--- config.mk ---
export PLATFORM = sky130hd
export DESIGN_NAME = softermax_recip_arbiter
export DESIGN_NICKNAME = d
export VERILOG_FILES = /design/src/rtl/softermax_recip_arbiter.sv
export SDC_FILE = /design/constraint.sdc
export NUM_CORES = 1
export LEC_CHECK = 0
export ABC_AREA = 1
export CAP_MARGIN = 20
export CORE_UTILIZATION = 47
export CTS_CLUSTER_SIZE = 10
export DETAILED_ROUTE_END_ITERATION = 8
export MAX_ROUTING_LAYER = met4
export PLACE_DENSITY = 0.82
export SYNTH_ARGS = -nofsm -noshare
export SYNTH_HDL_FRONTEND = slang
export SYNTH_SLANG_ARGS = --single-unit
--- constraint.sdc ---
create_clock -name clk -period 3.4 [get_ports clk]
set_input_delay 0.68 -clock clk [delete_from_list [all_inputs] [get_ports clk]]
set_output_delay 0.68 -clock clk [all_outputs]
set_load 0.1 [all_outputs]
--- src/rtl/softermax_recip_arbiter.sv ---
// Round-robin share of one reciprocal pipeline among NUM_REQ row engines; results return in issue order.
// Zero added latency on both paths; a stalled head owner blocks every return. Optional stats: SOFTERMAX_RECIP_ARB_STATS_EN.
module softermax_recip_arbiter #(
    parameter int NUM_REQ         = 4,
    parameter int IN_WIDTH        = 8,
    parameter int OUT_WIDTH       = 8,
    parameter int MAX_OUTSTANDING = 8
) (
    input  logic                                clk,
    input  logic                                rst_n,
    input  logic [NUM_REQ*IN_WIDTH-1:0]         req_data_i,
    input  logic [NUM_REQ-1:0]                  req_valid_i,
    output logic [NUM_REQ-1:0]                  req_ready_o,
    output logic [OUT_WIDTH-1:0]                resp_data_o,
    output logic [NUM_REQ-1:0]                  resp_valid_o,
    input  logic [NUM_REQ-1:0]                  resp_ready_i,
    output logic [IN_WIDTH-1:0]                 recip_in_data_o,
    output logic                                recip_in_valid_o,
    input  logic                                recip_in_ready_i,
    input  logic [OUT_WIDTH-1:0]                recip_out_data_i,
    input  logic                                recip_out_valid_i,
    output logic                                recip_out_ready_o,
    output logic [$clog2(MAX_OUTSTANDING):0]    outstanding_o,
    output logic                                proto_err_o
`ifdef SOFTERMAX_RECIP_ARB_STATS_EN
    ,
    output logic [NUM_REQ*16-1:0]               issue_count_o,
    output logic [15:0]                         stall_cycles_o
`endif
);

    localparam int IDX_W = $clog2(NUM_REQ);
    localparam int PTR_W = $clog2(MAX_OUTSTANDING);
    localparam int CNT_W = PTR_W + 1;

    typedef enum logic {ARB, HOLD} state_e;

    state_e             state_q;
    logic [IDX_W-1:0]   rr_ptr_q;
    logic [IDX_W-1:0]   lock_idx_q;
    logic [PTR_W-1:0]   wr_ptr_q;
    logic [PTR_W-1:0]   rd_ptr_q;
    logic [CNT_W-1:0]   count_q;
    logic               proto_err_q;
    logic [IDX_W-1:0]   tag_mem_q [MAX_OUTSTANDING];

    logic [IDX_W-1:0]   scan_idx;
    logic [IDX_W-1:0]   cand;
    logic               any_vld;
    logic [IDX_W-1:0]   gnt_idx;
    logic               gnt_vld;
    logic [IDX_W-1:0]   rr_ptr_d;
    logic [IDX_W-1:0]   head_idx;
    logic               fifo_full;
    logic               fifo_empty;
    logic               push;
    logic               pop;

    // Scan downwards so the lowest offset from rr_ptr wins.
    always_comb begin
        scan_idx = '0;
        cand     = '0;
        any_vld  = 1'b0;
        for (int k = NUM_REQ - 1; k >= 0; k--) begin
            scan_idx = IDX_W'((int'(rr_ptr_q) + k) % NUM_REQ);
            if (req_valid_i[scan_idx]) begin
                any_vld = 1'b1;
                cand    = scan_idx;
            end
        end
    end

    assign fifo_full  = (count_q == CNT_W'(MAX_OUTSTANDING));
    assign fifo_empty = (count_q == '0);

    // HOLD pins the grant so the operand on the reciprocal input cannot change before it is taken.
    assign gnt_idx  = (state_q == HOLD) ? lock_idx_q : cand;
    assign gnt_vld  = ((state_q == HOLD) ? req_valid_i[lock_idx_q] : any_vld) && !fifo_full;
    assign rr_ptr_d = (gnt_idx == IDX_W'(NUM_REQ - 1)) ? '0 : gnt_idx + IDX_W'(1);
    assign push     = gnt_vld && recip_in_ready_i;

    assign recip_in_valid_o = gnt_vld;
    assign recip_in_data_o  = req_data_i[gnt_idx*IN_WIDTH +: IN_WIDTH];

    always_comb begin
        req_ready_o = '0;
        if (gnt_vld) begin
            req_ready_o[gnt_idx] = recip_in_ready_i;
        end
    end

    assign head_idx          = tag_mem_q[rd_ptr_q];
    assign recip_out_ready_o = !fifo_empty && resp_ready_i[head_idx];
    assign pop               = recip_out_valid_i && recip_out_ready_o;
    assign resp_data_o       = recip_out_data_i;

    always_comb begin
        resp_valid_o = '0;
        if (recip_out_valid_i && !fifo_empty) begin
            resp_valid_o[head_idx] = 1'b1;
        end
    end

    assign outstanding_o = count_q;
    assign proto_err_o   = proto_err_q;

    always_ff @(posedge clk or negedge rst_n) begin
        if (!rst_n) begin
            state_q     <= ARB;
            rr_ptr_q    <= '0;
            lock_idx_q  <= '0;
            wr_ptr_q    <= '0;
            rd_ptr_q    <= '0;
            count_q     <= '0;
            proto_err_q <= 1'b0;
        end else begin
            if (state_q == ARB) begin
                if (gnt_vld) begin
                    if (recip_in_ready_i) begin
                        rr_ptr_q <= rr_ptr_d;
                    end else begin
                        lock_idx_q <= cand;
                        state_q    <= HOLD;
                    end
                end
            end else begin
                if (push) begin
                    rr_ptr_q <= rr_ptr_d;
                    state_q  <= ARB;
                end else if (!req_valid_i[lock_idx_q]) begin
                    state_q <= ARB;
                end
            end

            if (push) begin
                wr_ptr_q <= wr_ptr_q + PTR_W'(1);
            end
            if (pop) begin
                rd_ptr_q <= rd_ptr_q + PTR_W'(1);
            end
            if (push && !pop) begin
                count_q <= count_q + CNT_W'(1);
            end else if (pop && !push) begin
                count_q <= count_q - CNT_W'(1);
            end

            if (recip_out_valid_i && fifo_empty) begin
                proto_err_q <= 1'b1;
            end
        end
    end

    // Tag storage needs no reset: entries are only read between push and pop.
    always_ff @(posedge clk) begin
        if (push) begin
            tag_mem_q[wr_ptr_q] <= gnt_idx;
        end
    end

`ifdef SOFTERMAX_RECIP_ARB_STATS_EN
    logic [15:0] issue_cnt_q [NUM_REQ];
    logic [15:0] stall_q;

    always_ff @(posedge clk or negedge rst_n) begin
        if (!rst_n) begin
            for (int i = 0; i < NUM_REQ; i++) begin
                issue_cnt_q[i] <= '0;
            end
            stall_q <= '0;
        end else begin
            for (int i = 0; i < NUM_REQ; i++) begin
                if (push && (gnt_idx == IDX_W'(i)) && (issue_cnt_q[i] != 16'hFFFF)) begin
                    issue_cnt_q[i] <= issue_cnt_q[i] + 16'd1;
                end
            end
            if ((|req_valid_i) && fifo_full && (stall_q != 16'hFFFF)) begin
                stall_q <= stall_q + 16'd1;
            end
        end
    end

    for (genvar g = 0; g < NUM_REQ; g++) begin : g_stats
        assign issue_count_o[g*16 +: 16] = issue_cnt_q[g];
    end
    assign stall_cycles_o = stall_q;
`endif

endmodule

# Word level (Yosys, flattened, before mapping)
# Memories as Yosys holds them, arrays and structs flattened.
# Index checks and enable logic that the tools add are counted.
dict set report totals {
  mem_bits_rw 16
  inputBits 52
  memories 1
  ff_bits 16
  elab_cells 94
}
# name words width rd rd_clocked_by_memory_dff write_ports line_no
set mem_list {}
lappend mem_list {tag_mem_q 8 2 1 0 1 45} ;# logic [IDX_W-1:0] tag_mem_q [MAX_OUTSTANDING];
dict set report op_classes {
  n_reduce_logical 20
  shift 1
  eq_ne 3
  order_cmp 9
  bitwise_logic 3
  add_sub_neg 8
  muxes 42
}
# op count
set op_table {}
lappend op_table {{indexed part select 32 x 6 -> 8 bit} 1}
lappend op_table {{< comparator 2 x 3 -> 1 bit (second input constant)} 7}
lappend op_table {{two-way mux 1 bit} 20}
lappend op_table {{two-way mux 2 bit} 10}
lappend op_table {{two-way mux 4 bit} 4}
lappend op_table {{binary-select mux 1 bit (select 2 bit)} 6}
lappend op_table {{logical AND 1 bit} 10}
lappend op_table {{adder 3 x 1 -> 3 bit (second input constant)} 2}
lappend op_table {{AND reduction 3 bit} 2}
lappend op_table {{nonzero test 2 bit} 3}
lappend op_table {{adder 2 x 1 -> 2 bit (second input constant)} 2}
lappend op_table {{adder 2 bit (second input constant)} 2}
lappend op_table {{adder 4 x 1 -> 4 bit (second input constant)} 1}
lappend op_table {{AND 4 bit} 1}
lappend op_table {{demux 1 bit (select 2 bit)} 2}
lappend op_table {{== test 4 bit (second input constant)} 1}
lappend op_table {{>= comparator 2 x 1 -> 1 bit (second input constant)} 2}
lappend op_table {{logical NOT 1 bit} 4}
lappend op_table {{logical NOT 4 bit} 1}
lappend op_table {{subtractor 4 x 1 -> 4 bit (second input constant)} 1}
lappend op_table {{== test 2 bit (second input constant)} 1}
lappend op_table {{inequality test 2 x 1 -> 1 bit (second input constant)} 1}
lappend op_table {{inverter 1 bit} 2}

# Longest topological paths before layout
# Gate-level depths: netlist (run 1).
dict set report logic_depth {
  word_depth 14
  depth_mapped 20
  mapped_depth_nobuf 19
}

# Worst setup path after synthesis (run 1)
# OpenSTA, ideal clock, no wires.
dict set report synth_path {
  path_type {flip-flop to output port}
  start {register count_q[0] (netlist: outstanding_o[0])}
  end {output resp_valid_o[1]}
  arrival_ns 3.457
  required_time_ns 2.720
  stages_incl_launch_ff 5
  path_slack_ns -0.737
  path_cell_list {dfrtp_1 nor2_1 nand2_1 nand2_1 nor3_1}
}
dict set report synth_between {
  elab_chain_len 4
}
# element line_no
set synth_rtl {}
lappend synth_rtl {{start: declaration} 43} ;# logic [CNT_W-1:0] count_q;
lappend synth_rtl {{start signal: assignment} 142} ;# count_q <= count_q + CNT_W'(1);
lappend synth_rtl {{start signal: assignment} 144} ;# count_q <= count_q - CNT_W'(1);
lappend synth_rtl {{logical NOT 4 bit} 74} ;# assign fifo_empty = (count_q == '0);
lappend synth_rtl {{logical NOT 1 bit} 99} ;# if (recip_out_valid_i && !fifo_empty) begin
lappend synth_rtl {{logical AND 1 bit} 99}
lappend synth_rtl {{two-way mux 4 bit} 99}
lappend synth_rtl {{end: declaration} 15} ;# output logic [NUM_REQ-1:0] resp_valid_o,
# Every way passes these cells.

# Worst setup path in the final report (run 1)
dict set report layout_path {
  start {input req_valid_i[2]}
  end {output recip_in_data_o[4]}
}
dict set report layout_between {
  elab_chain_len 8
  elab_cells_between_ends 14
  cone_classes {shift: 1; mux: 13}
}
# element line_no
set layout_rtl {}
lappend layout_rtl {{start: declaration} 12} ;# input logic [NUM_REQ-1:0] req_valid_i,
lappend layout_rtl {{binary-select mux 1 bit (select 2 bit)} 66} ;# if (req_valid_i[scan_idx]) begin
lappend layout_rtl {{two-way mux 1 bit (implied by the code)} 66}
lappend layout_rtl {{two-way mux 2 bit (3 in a row)} 66}
lappend layout_rtl {{two-way mux 2 bit (*)} 66}
lappend layout_rtl {{two-way mux 2 bit (*)} 77} ;# assign gnt_idx = (state_q == HOLD) ? lock_idx_q : cand;
lappend layout_rtl {{indexed part select 32 x 6 -> 8 bit (*)} 83} ;# assign recip_in_data_o = req_data_i[gnt_idx*IN_WIDTH +: IN_WIDTH];
lappend layout_rtl {{end: declaration} 17} ;# output logic [IN_WIDTH-1:0] recip_in_data_o,
# Every way passes the cells marked *; elsewhere a longest branch is shown, timed or not. The select of a mux whose other input is x is not followed.

==> Flow_metrics.wiki, run 1 <==
{| class="wikitable"
! Metric !! Value
|-
| GR Util met3 || 6.614%
|-
| Diodes inserted || 0
|-
| CTS Buf Count || 5
|-
| Endpoint type of the worst setup path || output pin
|-
| Standard cell area after detailed placement || 0.003362 mm^2
|-
| Result of the run || finished clean
|-
| CTS Sinks || 32
|-
| Async S/R FF share, synth || 50.00%
|-
| Share of cells above drive strength 1 || 16.55%
|-
| Root buf cell || sky130_fd_sc_hd__clkbuf_8
|-
| Period Utilization, post-route || 96.22%
|-
| Instance count of the mapped netlist || 363
|-
| Die height || 75.41 um
|-
| Area growth from synthesis to layout || 39.38%
|-
| Smallest hold slack || 0.4758 ns
|-
| Initial antenna violation count || 0
|-
| Routing usage on met1 || 25.34%
|-
| Required time at the endpoint of the critical path || 2.72 ns
|-
| Number of remaining DRC errors || 0
|-
| Detailed router's first-iteration violation count || 127
|-
| Worst slew margin relative to its limit || 53.56%
|-
| Largest net degree at the start of global routing || 18
|-
| Overall die area || 0.005686 mm^2
|-
| Number of buffers inserted by hold repair at cts || 0
|-
| Detail-routed net length per standard cell || 11.85 um
|-
| Final cell utilization of the core || 68.67%
|-
| Setup repair after global routing missed its margin || true
|-
| Setup Viol. Count Final || 0
|-
| Post-Syn Area per Cell || 6.976 um^2
|-
| Count of buffers from port buffering || 66
|-
| Final Hold Violating Endpoints || 0
|-
| Busiest grt layer || met2
|-
| Initial core utilization || 49.27%
|-
| Number of core rows || 26
|-
| Final standard cell area without fillers || 0.003530 mm^2
|-
| Classification of the worst setup path || in2out
|-
| Worst-skew pair later-pin latency || 0.29 ns
|-
| Yosys cell types || 29
|-
| Transition time at the pin with the least slew margin || 0.6944 ns
|-
| Total via count in the routed design || 2517
|-
| Clock period minus final worst setup slack || 3.272 ns
|-
| Post-Syn Nets || 425
|-
| Via count of the first global-routing pass || 2282
|-
| Gr ovfl total || 0
|-
| Number of synthesis warnings || 0
|-
| Global-route wire length before repair || 9563 um
|-
| Accumulated negative setup slack || 0 ns
|-
| Post-layout net count || 490
|-
| Register area share after synthesis || 34.78%
|-
| Number of max-capacitance violations reported || 0
|-
| Residual antenna-violating net count after detailed routing || 0
|-
| Post-synth EDFFs || 16
|-
| Number of detailed-route iterations in the first pass || 5
|-
| Final weighted congestion in routability-driven placement || 0.9654
|-
| Crit-path max FO || 16
|-
| Clock skew || 0.01194 ns
|-
| GRT Resource Usage Total || 22.92%
|-
| Placeable Area || 0.005140 mm^2
|-
| Max H-tree Level || 2
|-
| Tightest Hold Check Type || reg2reg
|-
| Number of slew-limit violations in the final report || 0
|-
| Vias per cell || 5.044
|-
| Routed Wire Length || 5912 um
|-
| Clock slew at the register clock pins of the worst setup and hold paths || 0.07 ns
|-
| Deepest clock path buffer count || 2
|-
| Mapped Area || 0.002532 mm^2
|-
| Top Ports || 83
|-
| Startpoint types || input port
|-
| Clock tree from TritonCTS || yes
|-
| Register bit count reported by yosys || 32
|-
| Critical path arrival || 2.59 ns
|-
| Dominant synthesized flop cell || sky130_fd_sc_hd__edfxtp_1
|-
| Timing-limited maximum frequency || 0.3057 GHz
|-
| Met2 global-route usage || 38.19%
|-
| Overall die width || 75.41 um
|-
| Detail Placement HPWL || 4627 um
|}
[metrics by stage]
step           cells  setup slack [ns]
3_3_place_gp     490            0.1144
5_1_grt          499          -0.02261
6_report         499            0.1285
2_1_floorplan    363           -0.7368
3_5_place_dp     490           0.04346
4_1_cts          498           0.06259
[critical path, stage by stage]
cell,delay (ns)
sky130_fd_sc_hd__clkdlybuf4s50_1,0.47
sky130_fd_sc_hd__inv_1,0.06
sky130_fd_sc_hd__nand2_1,0.12
sky130_fd_sc_hd__nand3_2,0.11
sky130_fd_sc_hd__nand2_1,0.09
sky130_fd_sc_hd__nand3_2,0.10
sky130_fd_sc_hd__nand2_2,0.09
sky130_fd_sc_hd__nand2_2,0.07
sky130_fd_sc_hd__nand3_4,0.09
sky130_fd_sc_hd__buf_4,0.22
sky130_fd_sc_hd__nand3_1,0.10
sky130_fd_sc_hd__nand3_1,0.10
sky130_fd_sc_hd__nand2_1,0.10
sky130_fd_sc_hd__buf_12,0.18
[logic make-up after synthesis]
logic type	after synthesis	synth area share (%)
AOI/OAI and AO/OA	16	3.557
xor gates and xnor gates	6	2.075
adders and majority gates	10	5.237
buffers and inverters	82	14.72
DFF	32	34.78
and+or+nand+nor	217	39.62
[registers in the layout (all words and copies together), names as in the netlist]
| signal | flops |
|---|---|
| wr_ptr_q | 3 |
| tag_mem_q | 16 |
| lock_idx_q | 2 |
| rd_ptr_q | 3 |
| outstanding_o | 4 |
| proto_err_o | 1 |
| rr_ptr_q | 2 |
| state_q | 1 |
[cells in the mapped netlist (2+ instances only)]
library cell,n,share of area [%]
sky130_fd_sc_hd__nand2_1,108,16
sky130_fd_sc_hd__inv_1,65,9.6
sky130_fd_sc_hd__nand3_1,63,12
sky130_fd_sc_hd__nor2_1,19,2.8
sky130_fd_sc_hd__dfrtp_1,16,16
sky130_fd_sc_hd__edfxtp_1,16,19
sky130_fd_sc_hd__buf_4,9,2.7
sky130_fd_sc_hd__ha_1,9,4.4
sky130_fd_sc_hd__nand2_2,5,1.2
sky130_fd_sc_hd__nand4_1,5,1.2
sky130_fd_sc_hd__o21ai_0,5,0.99
sky130_fd_sc_hd__o21ai_1,5,0.99
sky130_fd_sc_hd__buf_6,4,1.8
sky130_fd_sc_hd__nand3b_1,4,1.2
sky130_fd_sc_hd__nor3_1,4,0.79
sky130_fd_sc_hd__nor3_2,4,1.6
sky130_fd_sc_hd__xnor2_1,4,1.4
sky130_fd_sc_hd__a21oi_1,3,0.59
sky130_fd_sc_hd__nand3_2,3,1.2
sky130_fd_sc_hd__inv_2,2,0.30
sky130_fd_sc_hd__xor2_1,2,0.69
[repair_timing]
action / CTS / global route
resized for setup: 0 / 15
endpoints found under the setup margin: 0 / 13
buffers inserted: 0 / 1
[layer usage]
| layer | wire length [um] | up-vias |
|---|---|---|
| met5 | 0 | - |
| met4 | 90 | 0 |
| met3 | 419 | 9 |
| met2 | 2972 | 94 |
| met1 | 2429 | 1138 |
| li1 | - | 1276 |
[cells in the final DEF, fill, tap and decap left out, drive strengths merged]
master / instances
dlymetal6s2s: 1
o21ai: 11
a21oi: 3
buf: 30
nor3: 8
clkbuf: 7
nand2: 114
fa: 1
dfrtp: 16
inv: 67
xnor2: 4
nand3: 67
nand3b: 4
xor2: 2
edfxtp: 16
nor2: 19
a21o: 1
nand4: 5
clkinv: 1
a31o: 1
clkdlybuf4s50: 42
ha: 9
[cell type report]
type	instances	area (um^2)
clock buffers	7	97.59
fillers	415	1610
multi-input cells	249	1344
repair buffers	73	862.1
well taps	70	87.58
clock inverters	1	5.005
inverters	67	251.5
flip-flops and latches	32	882.1
[worst paths after layout]
check	endpoint	cells after the start	startpoint	slack [ns]
max	recip_in_data_o[4]	14	req_valid_i[2]	0.13
min	proto_err_o	1	proto_err_o	0.48
min reg2reg	proto_err_o	1	proto_err_o	0.48
min in group asynchronous	wr_ptr_q[2]	1	rst_n	0.81
max reg2reg	outstanding_o[3]	19	rd_ptr_q[0]	0.38
max in group asynchronous	rd_ptr_q[0]	1	rst_n	2.11
Power of run 1 is not shown: default switching activity piles up to over one toggle a cycle in this logic, so the estimate is an artifact.
==> inputs of run 2 (changes only) <==
--- a/config.mk
+++ b/config.mk
@@ -7,11 +7,10 @@
 export LEC_CHECK = 0
 export ABC_AREA = 1
 export CAP_MARGIN = 20
-export CORE_UTILIZATION = 47
+export CORE_UTILIZATION = 30
 export CTS_CLUSTER_SIZE = 10
 export DETAILED_ROUTE_END_ITERATION = 8
 export MAX_ROUTING_LAYER = met4
-export PLACE_DENSITY = 0.82
 export SYNTH_ARGS = -nofsm -noshare
 export SYNTH_HDL_FRONTEND = slang
 export SYNTH_SLANG_ARGS = --single-unit
==> Flow_metrics.wiki, run 2 (same netlist as run 1, synthesis figures left out) <==
{| class="wikitable"
! Metric !! Value
|-
| Result of the run || finished clean
|-
| Reg2reg end || outstanding_o[3]
|-
| Number of core rows || 33
|-
| Bufs and invs on worst path || 4
|-
| Number of detailed-route iterations in the first pass || 6
|-
| Critical path arrival || 2.57 ns
|-
| Placed instance count || 527
|-
| Start point of the critical path || req_valid_i[3]
|-
| Total stage count of the critical path || 14
|-
| Detail-routed net length per standard cell || 11.16 um
|-
| Flip-flop count of the largest register, all copies and words added || 16
|-
| Max H-tree Level || 2
|-
| Root buf cell || sky130_fd_sc_hd__clkbuf_8
|-
| Share of cells above drive strength 1 || 17.44%
|-
| Overall die width || 93.88 um
|-
| Timing-limited maximum frequency || 0.3077 GHz
|-
| Most common cell type on the critical path || sky130_fd_sc_hd__nand2_2
|-
| Transition time at the pin with the least slew margin || 0.7522 ns
|-
| CTS Sinks || 32
|-
| Non-filler instance count after layout || 535
|-
| Kind of cell adding the most delay to the critical path || simple AND/OR/NAND/NOR gates
|-
| GRT Resource Usage Total || 14.78%
|-
| Period Utilization, post-route || 95.57%
|-
| Diodes inserted || 0
|-
| Deepest clock path buffer count || 2
|-
| Largest net degree at the start of global routing || 18
|-
| Global-route wire length before repair || 10130 um
|-
| Die height || 93.88 um
|-
| Total via count in the routed design || 2456
|-
| Detailed router's first-iteration violation count || 81
|-
| Clock slew at the register clock pins of the worst setup and hold paths || 0.06 ns
|-
| Path depth of the worst reg2reg path || 18
|-
| Endpoint type of the worst setup path || output pin
|-
| Clock tree from TritonCTS || yes
|-
| Worst slew margin relative to its limit || 49.70%
|-
| Top Ports || 83
|-
| Vias per cell || 4.591
|-
| Clock period minus final worst setup slack || 3.249 ns
|-
| Hold path startpoint || proto_err_o
|-
| Residual antenna-violating net count after detailed routing || 0
|-
| Initial core utilization || 30.98%
|-
| Post-layout net count || 491
|-
| Register bank with the most flops || tag_mem_q
|-
| Clock skew || 0.006098 ns
|-
| Placeable Area || 0.008175 mm^2
|-
| Most common cell after layout, fill and taps aside || sky130_fd_sc_hd__nand2_1
|-
| Cells along the critical path || clkdlybuf4s50_1, inv_1, nand2_1, nand3_2, nand2_1, nand3_2, nand2_2, nand2_2, nand3_4, buf_4, nand3_1, nand3_1, nand2_2, buf_12
|-
| Number of remaining DRC errors || 0
|-
| Count of buffers from port buffering || 66
|-
| Routed Wire Length || 5969 um
|-
| Overall die area || 0.008813 mm^2
|-
| Detail Placement HPWL || 4714 um
|-
| Number of buffers inserted by hold repair at cts || 0
|-
| Highest-count cells in the layout ignoring fill and taps || sky130_fd_sc_hd__nand2_1, sky130_fd_sc_hd__inv_1, sky130_fd_sc_hd__nand3_1
|-
| Area growth from synthesis to layout || 41.30%
|-
| CTS Buf Count || 5
|-
| Master of the slowest instance on the critical path || sky130_fd_sc_hd__clkdlybuf4s50_1
|-
| Fill cell total of the finished layout || 828
|-
| Launch point of the worst reg-to-reg path || rd_ptr_q[0]
|-
| Number of slew-limit violations in the final report || 0
|-
| Tightest Hold Check Type || reg2reg
|-
| Final Hold Violating Endpoints || 0
|-
| Worst-skew pair later-pin latency || 0.28 ns
|-
| Register-to-register setup slack || 0.44 ns
|-
| Via count of the first global-routing pass || 2294
|-
| Crit-path max FO || 16
|-
| Initial antenna violation count || 0
|-
| Highest cell delay on the worst timing path || 0.49 ns
|-
| Required time at the endpoint of the critical path || 2.72 ns
|-
| Worst setup endpoint || recip_in_data_o[4]
|-
| Number of max-capacitance violations reported || 0
|-
| Gr ovfl total || 0
|-
| Final weighted congestion in routability-driven placement || 0.8960
|-
| Classification of the worst setup path || in2out
|-
| Setup Viol. Count Final || 0
|-
| Startpoint types || input port
|}
run 2: metal layers:
layer	share of wire, %	track usage, %	wire [um]	up-vias
li1	-	-	-	1273
met1	44	17.33	2600	1119
met2	51	24.94	3042	54
met3	3.8	2.832	227	10
met4	1.6	5.769	98	0
met5	0	-	0	-
run 2: worst min path at each step:
stage / end / slack [ns] / cells after the start
after floorplan: lock_idx_q[0] / 0.38 / 0
after global placement: proto_err_o / 0.47 / 1
after detailed placement: proto_err_o / 0.48 / 1
after CTS: proto_err_o / 0.49 / 1
after global routing: proto_err_o / 0.50 / 1
final: proto_err_o / 0.48 / 1
run 2: timing repair:
item,in CTS,in global routing
buffers inserted,0,0
endpoints found under the setup margin,0,14
gates resized for setup,0,18
run 2: area by class of cell:
cell class / count / area, um^2 / share of cell area (%)
multi-input cells: 249 / 1349 / 37.69
repair buffers: 74 / 883.3 / 24.69
flip-flops and latches: 32 / 880.8 / 24.62
inverters: 67 / 251.5 / 7.028
well taps: 105 / 131.4 / 3.671
clock buffers: 5 / 68.82 / 1.923
clock inverters: 3 / 13.76 / 0.3846
run 2: stage by stage:
stage	setup TNS [ns]	utilization, %	cell area, um^2	setup slack, ns	hold WS, ns
CTS	0	43.01	3516	0.04995	0.4892
floorplan	-2.210	-	2547	-0.7368	0.3844
finish	0	43.77	3578	0.1506	0.4792
global route	-0.01244	43.77	3578	-0.009295	0.5040
detailed placement	0	42.00	3433	0.01970	0.4758
global placement	0	42.00	3433	0.1040	0.4682
run 2: worst reg2reg max path, cell delays in order (launching register included):
cell	delay (ns)
sky130_fd_sc_hd__dfrtp_1	0.57
sky130_fd_sc_hd__inv_2	0.14
sky130_fd_sc_hd__nand2_1	0.09
sky130_fd_sc_hd__nand3_1	0.10
sky130_fd_sc_hd__nand3_1	0.09
sky130_fd_sc_hd__nand2_1	0.10
sky130_fd_sc_hd__nand3b_1	0.10
sky130_fd_sc_hd__nand2_1	0.09
sky130_fd_sc_hd__nor2_2	0.17
sky130_fd_sc_hd__nand3_2	0.14
sky130_fd_sc_hd__ha_1	0.24
sky130_fd_sc_hd__inv_1	0.11
sky130_fd_sc_hd__ha_1	0.25
sky130_fd_sc_hd__a21o_1	0.19
sky130_fd_sc_hd__a21oi_2	0.14
sky130_fd_sc_hd__nand2_1	0.08
sky130_fd_sc_hd__nand2_1	0.06
sky130_fd_sc_hd__nor2_1	0.05
sky130_fd_sc_hd__xor2_1	0.13
Power of run 2 is left out for the same reason.
